$ cat config.mk
export PLATFORM = sky130hd
export DESIGN_NAME = uart_tx_param_flat
export DESIGN_NICKNAME = d
export VERILOG_FILES = /design/src/rtl/uart_tx_param_if.sv /design/src/rtl/uart_tx_param.sv /design/src/flat_wrapper.sv
export SDC_FILE = /design/constraint.sdc
export NUM_CORES = 1
export LEC_CHECK = 0
export ABC_AREA = 0
export BUFFER_PORTS_ARGS = -buffer_cell sky130_fd_sc_hd__buf_2
export CAP_MARGIN = 20
export CORE_MARGIN = 2
export CORE_UTILIZATION = 54
export CTS_CLUSTER_SIZE = 30
export DETAILED_ROUTE_END_ITERATION = 8
export PLACE_DENSITY = 0.73
export SYNTH_ARGS = -nofsm -noshare
export SYNTH_HDL_FRONTEND = slang
export SYNTH_SLANG_ARGS = --single-unit
$ cat constraint.sdc
create_clock -name baud_clk -period 5.3 [get_ports baud_clk]
set_clock_uncertainty 0.15 [all_clocks]
set_input_delay 0.53 -clock baud_clk [delete_from_list [all_inputs] [get_ports baud_clk]]
set_output_delay 0.53 -clock baud_clk [all_outputs]
set_load 0.05 [all_outputs]
$ cat src/rtl/uart_tx_param_if.sv
// Parallel-side handshake for uart_tx_param: word, valid/ready and optional parity select.
// The parity_odd signal exists only when UART_TX_PARITY_EN is defined.
interface uart_tx_param_if #(
  parameter int DATA_BITS = 8
);
  logic [DATA_BITS-1:0] din;
  logic                 valid;
  logic                 ready;
`ifdef UART_TX_PARITY_EN
  logic                 parity_odd;

  modport master (output din, output valid, output parity_odd, input ready);
  modport slave  (input din, input valid, input parity_odd, output ready);
`else
  modport master (output din, output valid, input ready);
  modport slave  (input din, input valid, output ready);
`endif
endinterface

$ cat src/rtl/uart_tx_param.sv
// Parametrised UART transmitter: start bit, DATA_BITS data bits LSB first, optional parity,
// STOP_BITS stop bits, each bit held OVERSAMPLE baud_clk cycles. Parity via UART_TX_PARITY_EN.
module uart_tx_param #(
  parameter int DATA_BITS  = 8,
  parameter int STOP_BITS  = 1,
  parameter int OVERSAMPLE = 16
) (
  input  logic             baud_clk,
  input  logic             reset,
  uart_tx_param_if.slave   bus,
  output logic             sending,
  output logic             tx_done,
  output logic             out
);

  localparam int OS_W  = (OVERSAMPLE > 2) ? $clog2(OVERSAMPLE) : 1;
  localparam int IDX_W = (DATA_BITS > 2) ? $clog2(DATA_BITS) : 2;

  localparam logic [OS_W-1:0]  OS_LAST   = OS_W'(OVERSAMPLE - 1);
  localparam logic [IDX_W-1:0] BIT_LAST  = IDX_W'(DATA_BITS - 1);
  localparam logic [IDX_W-1:0] STOP_LAST = IDX_W'(STOP_BITS - 1);

  if (DATA_BITS < 5 || DATA_BITS > 9) begin : g_bad_data_bits
    $error("uart_tx_param: DATA_BITS must be in 5..9");
  end
  if (STOP_BITS != 1 && STOP_BITS != 2) begin : g_bad_stop_bits
    $error("uart_tx_param: STOP_BITS must be 1 or 2");
  end
  if (OVERSAMPLE < 2) begin : g_bad_oversample
    $error("uart_tx_param: OVERSAMPLE must be at least 2");
  end

  typedef enum logic [2:0] {
    IDLE,
    START,
    DATA,
`ifdef UART_TX_PARITY_EN
    PARITY,
`endif
    STOP
  } state_t;

  state_t               state_q, state_d;
  logic [OS_W-1:0]      os_cnt_q, os_cnt_d;
  logic [IDX_W-1:0]     bit_idx_q, bit_idx_d;
  logic [DATA_BITS-1:0] shift_q, shift_d;
  logic                 out_d;
  logic                 sending_d;
  logic                 tx_done_d;
  logic                 bit_end;
`ifdef UART_TX_PARITY_EN
  logic                 parity_q, parity_d;
`endif

  assign bus.ready = (state_q == IDLE);
  assign bit_end   = (os_cnt_q == OS_LAST);

  // bit_idx counts data bits in DATA and stop bits in STOP
  always_comb begin
    state_d   = state_q;
    os_cnt_d  = os_cnt_q;
    bit_idx_d = bit_idx_q;
    shift_d   = shift_q;
    out_d     = out;
    sending_d = sending;
    tx_done_d = 1'b0;
`ifdef UART_TX_PARITY_EN
    parity_d  = parity_q;
`endif

    case (state_q)
      IDLE: begin
        out_d     = 1'b1;
        sending_d = 1'b0;
        if (bus.valid) begin
          shift_d   = bus.din;
          os_cnt_d  = '0;
          bit_idx_d = '0;
          state_d   = START;
          out_d     = 1'b0;
          sending_d = 1'b1;
`ifdef UART_TX_PARITY_EN
          parity_d  = (^bus.din) ^ bus.parity_odd;
`endif
        end
      end

      START: begin
        if (bit_end) begin
          os_cnt_d = '0;
          out_d    = shift_q[0];
          shift_d  = shift_q >> 1;
          state_d  = DATA;
        end else begin
          os_cnt_d = os_cnt_q + OS_W'(1);
        end
      end

      DATA: begin
        if (bit_end) begin
          os_cnt_d = '0;
          if (bit_idx_q == BIT_LAST) begin
            bit_idx_d = '0;
`ifdef UART_TX_PARITY_EN
            out_d     = parity_q;
            state_d   = PARITY;
`else
            out_d     = 1'b1;
            state_d   = STOP;
`endif
          end else begin
            bit_idx_d = bit_idx_q + IDX_W'(1);
            out_d     = shift_q[0];
            shift_d   = shift_q >> 1;
          end
        end else begin
          os_cnt_d = os_cnt_q + OS_W'(1);
        end
      end

`ifdef UART_TX_PARITY_EN
      PARITY: begin
        if (bit_end) begin
          os_cnt_d  = '0;
          bit_idx_d = '0;
          out_d     = 1'b1;
          state_d   = STOP;
        end else begin
          os_cnt_d = os_cnt_q + OS_W'(1);
        end
      end
`endif

      STOP: begin
        if (bit_end) begin
          os_cnt_d = '0;
          if (bit_idx_q == STOP_LAST) begin
            bit_idx_d = '0;
            out_d     = 1'b1;
            sending_d = 1'b0;
            tx_done_d = 1'b1;
            state_d   = IDLE;
          end else begin
            bit_idx_d = bit_idx_q + IDX_W'(1);
          end
        end else begin
          os_cnt_d = os_cnt_q + OS_W'(1);
        end
      end

      default: begin
        state_d   = IDLE;
        os_cnt_d  = '0;
        bit_idx_d = '0;
        out_d     = 1'b1;
        sending_d = 1'b0;
      end
    endcase
  end

  // Reset abandons any frame in flight and parks the line high immediately
  always_ff @(posedge baud_clk or negedge reset) begin
    if (!reset) begin
      state_q   <= IDLE;
      os_cnt_q  <= '0;
      bit_idx_q <= '0;
      shift_q   <= '0;
      out       <= 1'b1;
      sending   <= 1'b0;
      tx_done   <= 1'b0;
`ifdef UART_TX_PARITY_EN
      parity_q  <= 1'b0;
`endif
    end else begin
      state_q   <= state_d;
      os_cnt_q  <= os_cnt_d;
      bit_idx_q <= bit_idx_d;
      shift_q   <= shift_d;
      out       <= out_d;
      sending   <= sending_d;
      tx_done   <= tx_done_d;
`ifdef UART_TX_PARITY_EN
      parity_q  <= parity_d;
`endif
    end
  end

endmodule

$ cat src/flat_wrapper.sv
// flat-port wrapper written by rule: the top's interface ports become plain ports
module uart_tx_param_flat 
#(
  parameter int DATA_BITS  = 8,
  parameter int STOP_BITS  = 1,
  parameter int OVERSAMPLE = 16
)
  (baud_clk, reset, sending, tx_done, out, bus_din, bus_valid, bus_ready);
  uart_tx_param_if #(.DATA_BITS(DATA_BITS)) bus_i ();
  input  logic baud_clk;
  input  logic reset;
  output logic sending;
  output logic tx_done;
  output logic out;
  input wire logic [$bits(bus_i.din)-1:0] bus_din;
  input wire logic [$bits(bus_i.valid)-1:0] bus_valid;
  output wire logic [$bits(bus_i.ready)-1:0] bus_ready;
  assign bus_i.din = bus_din;
  assign bus_i.valid = bus_valid;
  assign bus_ready = bus_i.ready;
  uart_tx_param #(.DATA_BITS(DATA_BITS), .STOP_BITS(STOP_BITS), .OVERSAMPLE(OVERSAMPLE)) u_core (.baud_clk(baud_clk), .reset(reset), .bus(bus_i), .sending(sending), .tx_done(tx_done), .out(out));
endmodule
==> metrics.txt <==
status finished, violations left; failing checks negative hold slack; CP endpoint u_core.shift_q[7]$_DFFE_PN0P_; Async SR Flop Fraction between 90% and 100%; flop-to-flop setup slack approximately 2900 ps; Starting Density about three fifths; CP peak stage delay a little over 800 ps; HPWL after DPL around 1600 um; Hold Slack -14.0 ps; synth-to-layout area growth 10.4%; R2R Path End u_core.shift_q[7]$_DFFE_PN0P_; Worst path top cell family by delay compound AO/OA/AOI/OAI gates; via count ~830; first-pass GRT wire length roughly 3700 um; chip width between 50 and 60 um; origin of the critical flop-to-flop path u_core.state_q[0]$_DFFE_PN0P_; area share of the largest cell type after synthesis 41.3%; Synth Area per Inst about 10 um^2; final setup vio count 0; initial antenna violation count 0; max-slew violations 0; final period utilization about 45%; CTS Buf Count 3; I/O Pins 15; Worst EP arrival about 2400 ps; Final nets roughly 150; post-cts resize count 0; number of synthesized flops with an enable pin 0; Hold Crit Class in -> async; syn nets 132; Setup crit start u_core.state_q[0]$_DFFE_PN0P_; Leak 0.592 nW; area of the mapped netlist about 1200 um^2; Avg WL per Cell approximately 14 um; PortBufs 14; drt first pass iters 4; Synth area leader dfrtp_1; fmax approximately 0.42 GHz; Slew headroom approximately 43%; CP cell instances inv_1 > ha_1 > or2_4 > a2111oi_4 > o21ai_0; CP Launch Type register; Post-CTS Repair Setup Buffers 0; largest net degree at the start of global routing 21; Seq/Total Area, Yosys approximately 44%; Synth top cells by count 19 x dfrtp_1, 13 x nor2_1, 11 x ha_1; die height roughly 50 um; post-route cell area approximately 1300 um^2; Synth cell types 29; final hold vios 11; crit-path max FO 16; Post-synth top flop dfrtp_1; Tmin final roughly 2400 ps; all-layer global routing usage between 10% and 20%; Cell Count, Final, Fillers Out 152; Area contributors post-synth dfrtp_1 41%, ha_1 12%, mux2i_1 8.7%, nor2_1 4.2%, a21oi_1 3.9%; count leader, synth dfrtp_1; grt total ovfl 0; row count 16; Slew @ Worst Pin approximately 850 ps; layout cells sized above 1 21.6%; CP Capture Type register; core area 1980 um^2; Crit. path cell count 5; number of antenna diodes 0; R2R depth 5; synth warn 0; antenna-violating nets left 0; Total Die Area ~2500 um^2; Slowest cell on crit path a2111oi_4; unrepaired setup endpoints after global routing no; Mapped Cells 110; Synth Register Bits 20; CTS root buf clkbuf_4; TNS Setup 0 ps; DR DRC count 0; worst path buffer plus inverter count 1; vias in the first global route roughly 840; clk slew on worst S/H paths around 120 ps; Max Root-Sink Buffers 2; fin util approximately 64%; dpl cell area approximately 1200 um^2; VDD IR max 0.170 mV; Final GP Congestion about 0.75; Via density 5.45; Worst Path Required between 5000 and 6000 ps; clk_lat worst skew between 300 and 400 ps; clk sinks 20; critical path class reg -> reg; PD cells around 200 nW/um^2; CTS Hold Bufs 0; H-tree levels 1; Iteration-0 DRC Markers 4; placed cell count 148; TritonCTS clock tree yes; total wire length around 2100 um; max-cap violation count 0
registers in the layout, summed over array words and instances (netlist names):
| register | cells |
|---|---|
| u_core.state_q | 2 |
| u_core.sending | 1 |
| u_core.out | 1 |
| u_core.shift_q | 8 |
| u_core.bit_idx_q | 3 |
| u_core.tx_done | 1 |
| u_core.os_cnt_q | 4 |
where the power goes:
| group | internal (mW) | switching (mW) | total (mW) | leakage, nW |
|---|---|---|---|---|
| clock network | 0.0420 | 0.0485 | 0.0905 | 0.0210 |
| logic | 0.00499 | 0.00619 | 0.0112 | 0.341 |
| registers | 0.155 | 0.00153 | 0.157 | 0.230 |
cell type report:
| cell class | instances | area [um^2] |
|---|---|---|
| fill | 169 | 711 |
| sequential | 20 | 502 |
| multi-input combinational | 81 | 607 |
| timing repair buffer | 14 | 70.1 |
| inverter | 6 | 22.5 |
| tap | 27 | 33.8 |
| clock buffer | 4 | 36.3 |
cell usage in the layout (no fill, tap or decap):
cell,count
dfrtp_1,19
buf_2,14
nor2_1,13
ha_1,11
mux2i_1,10
o21ai_0,9
a21oi_1,9
inv_1,6
nand2_1,4
nand2b_1,3
nor2b_1,3
mux2_2,3
clkbuf_4,3
and2_1,2
a21oi_2,2
nand3_2,1
o21a_1,1
nor3_1,1
or2_4,1
a2111oi_4,1
nand3_1,1
nand4_1,1
a21o_1,1
nand3b_1,1
a2111o_1,1
a21boi_0,1
a41o_1,1
clkbuf_8,1
dfstp_2,1
routing by layer:
| layer | GRT usage, % | up-vias | part of all wire, % |
|---|---|---|---|
| li1 | - | 414 | - |
| met1 | 23.4 | 402 | 44 |
| met2 | 32.5 | 9 | 51 |
| met3 | 3.57 | 4 | 2.4 |
| met4 | 9.72 | 0 | 2.3 |
| met5 | 0 | - | 0 |
how the worst min path moves through the flow:
| stage | from | endpoint | depth (start not counted) |
|---|---|---|---|
| floorplan | reset | u_core.bit_idx_q[0]$_DFFE_PN0P_ | 0 |
| global placement | reset | u_core.shift_q[1]$_DFFE_PN0P_ | 1 |
| detailed placement | reset | u_core.shift_q[1]$_DFFE_PN0P_ | 1 |
| CTS | reset | u_core.shift_q[1]$_DFFE_PN0P_ | 1 |
| global route | reset | u_core.shift_q[1]$_DFFE_PN0P_ | 1 |
| finish | reset | u_core.os_cnt_q[2]$_DFFE_PN0N_ | 1 |
per-stage QoR:
| step | power [mW] | setup WS (ps) | hold slack [ps] |
|---|---|---|---|
| floorplan | 0.164 | 3060 | 84.4 |
| global placement | 0.170 | 3050 | 347 |
| CTS | 0.262 | 2890 | 3.35 |
| detailed placement | 0.171 | 2940 | 357 |
| finish | 0.259 | 2900 | -14.0 |
| global route | 0.266 | 2710 | 30.9 |
logic make-up after synthesis:
| family | share of synthesized area [%] |
|---|---|
| AOI/OAI and AO/OA | 15.5 |
| muxes | 11.6 |
| buffers and inverters | 3.69 |
| and+or+nand+nor | 13.6 |
| DFF | 43.6 |
| adders and majority gates | 12.0 |
Note: power is estimated with default switching activity, not from simulation.
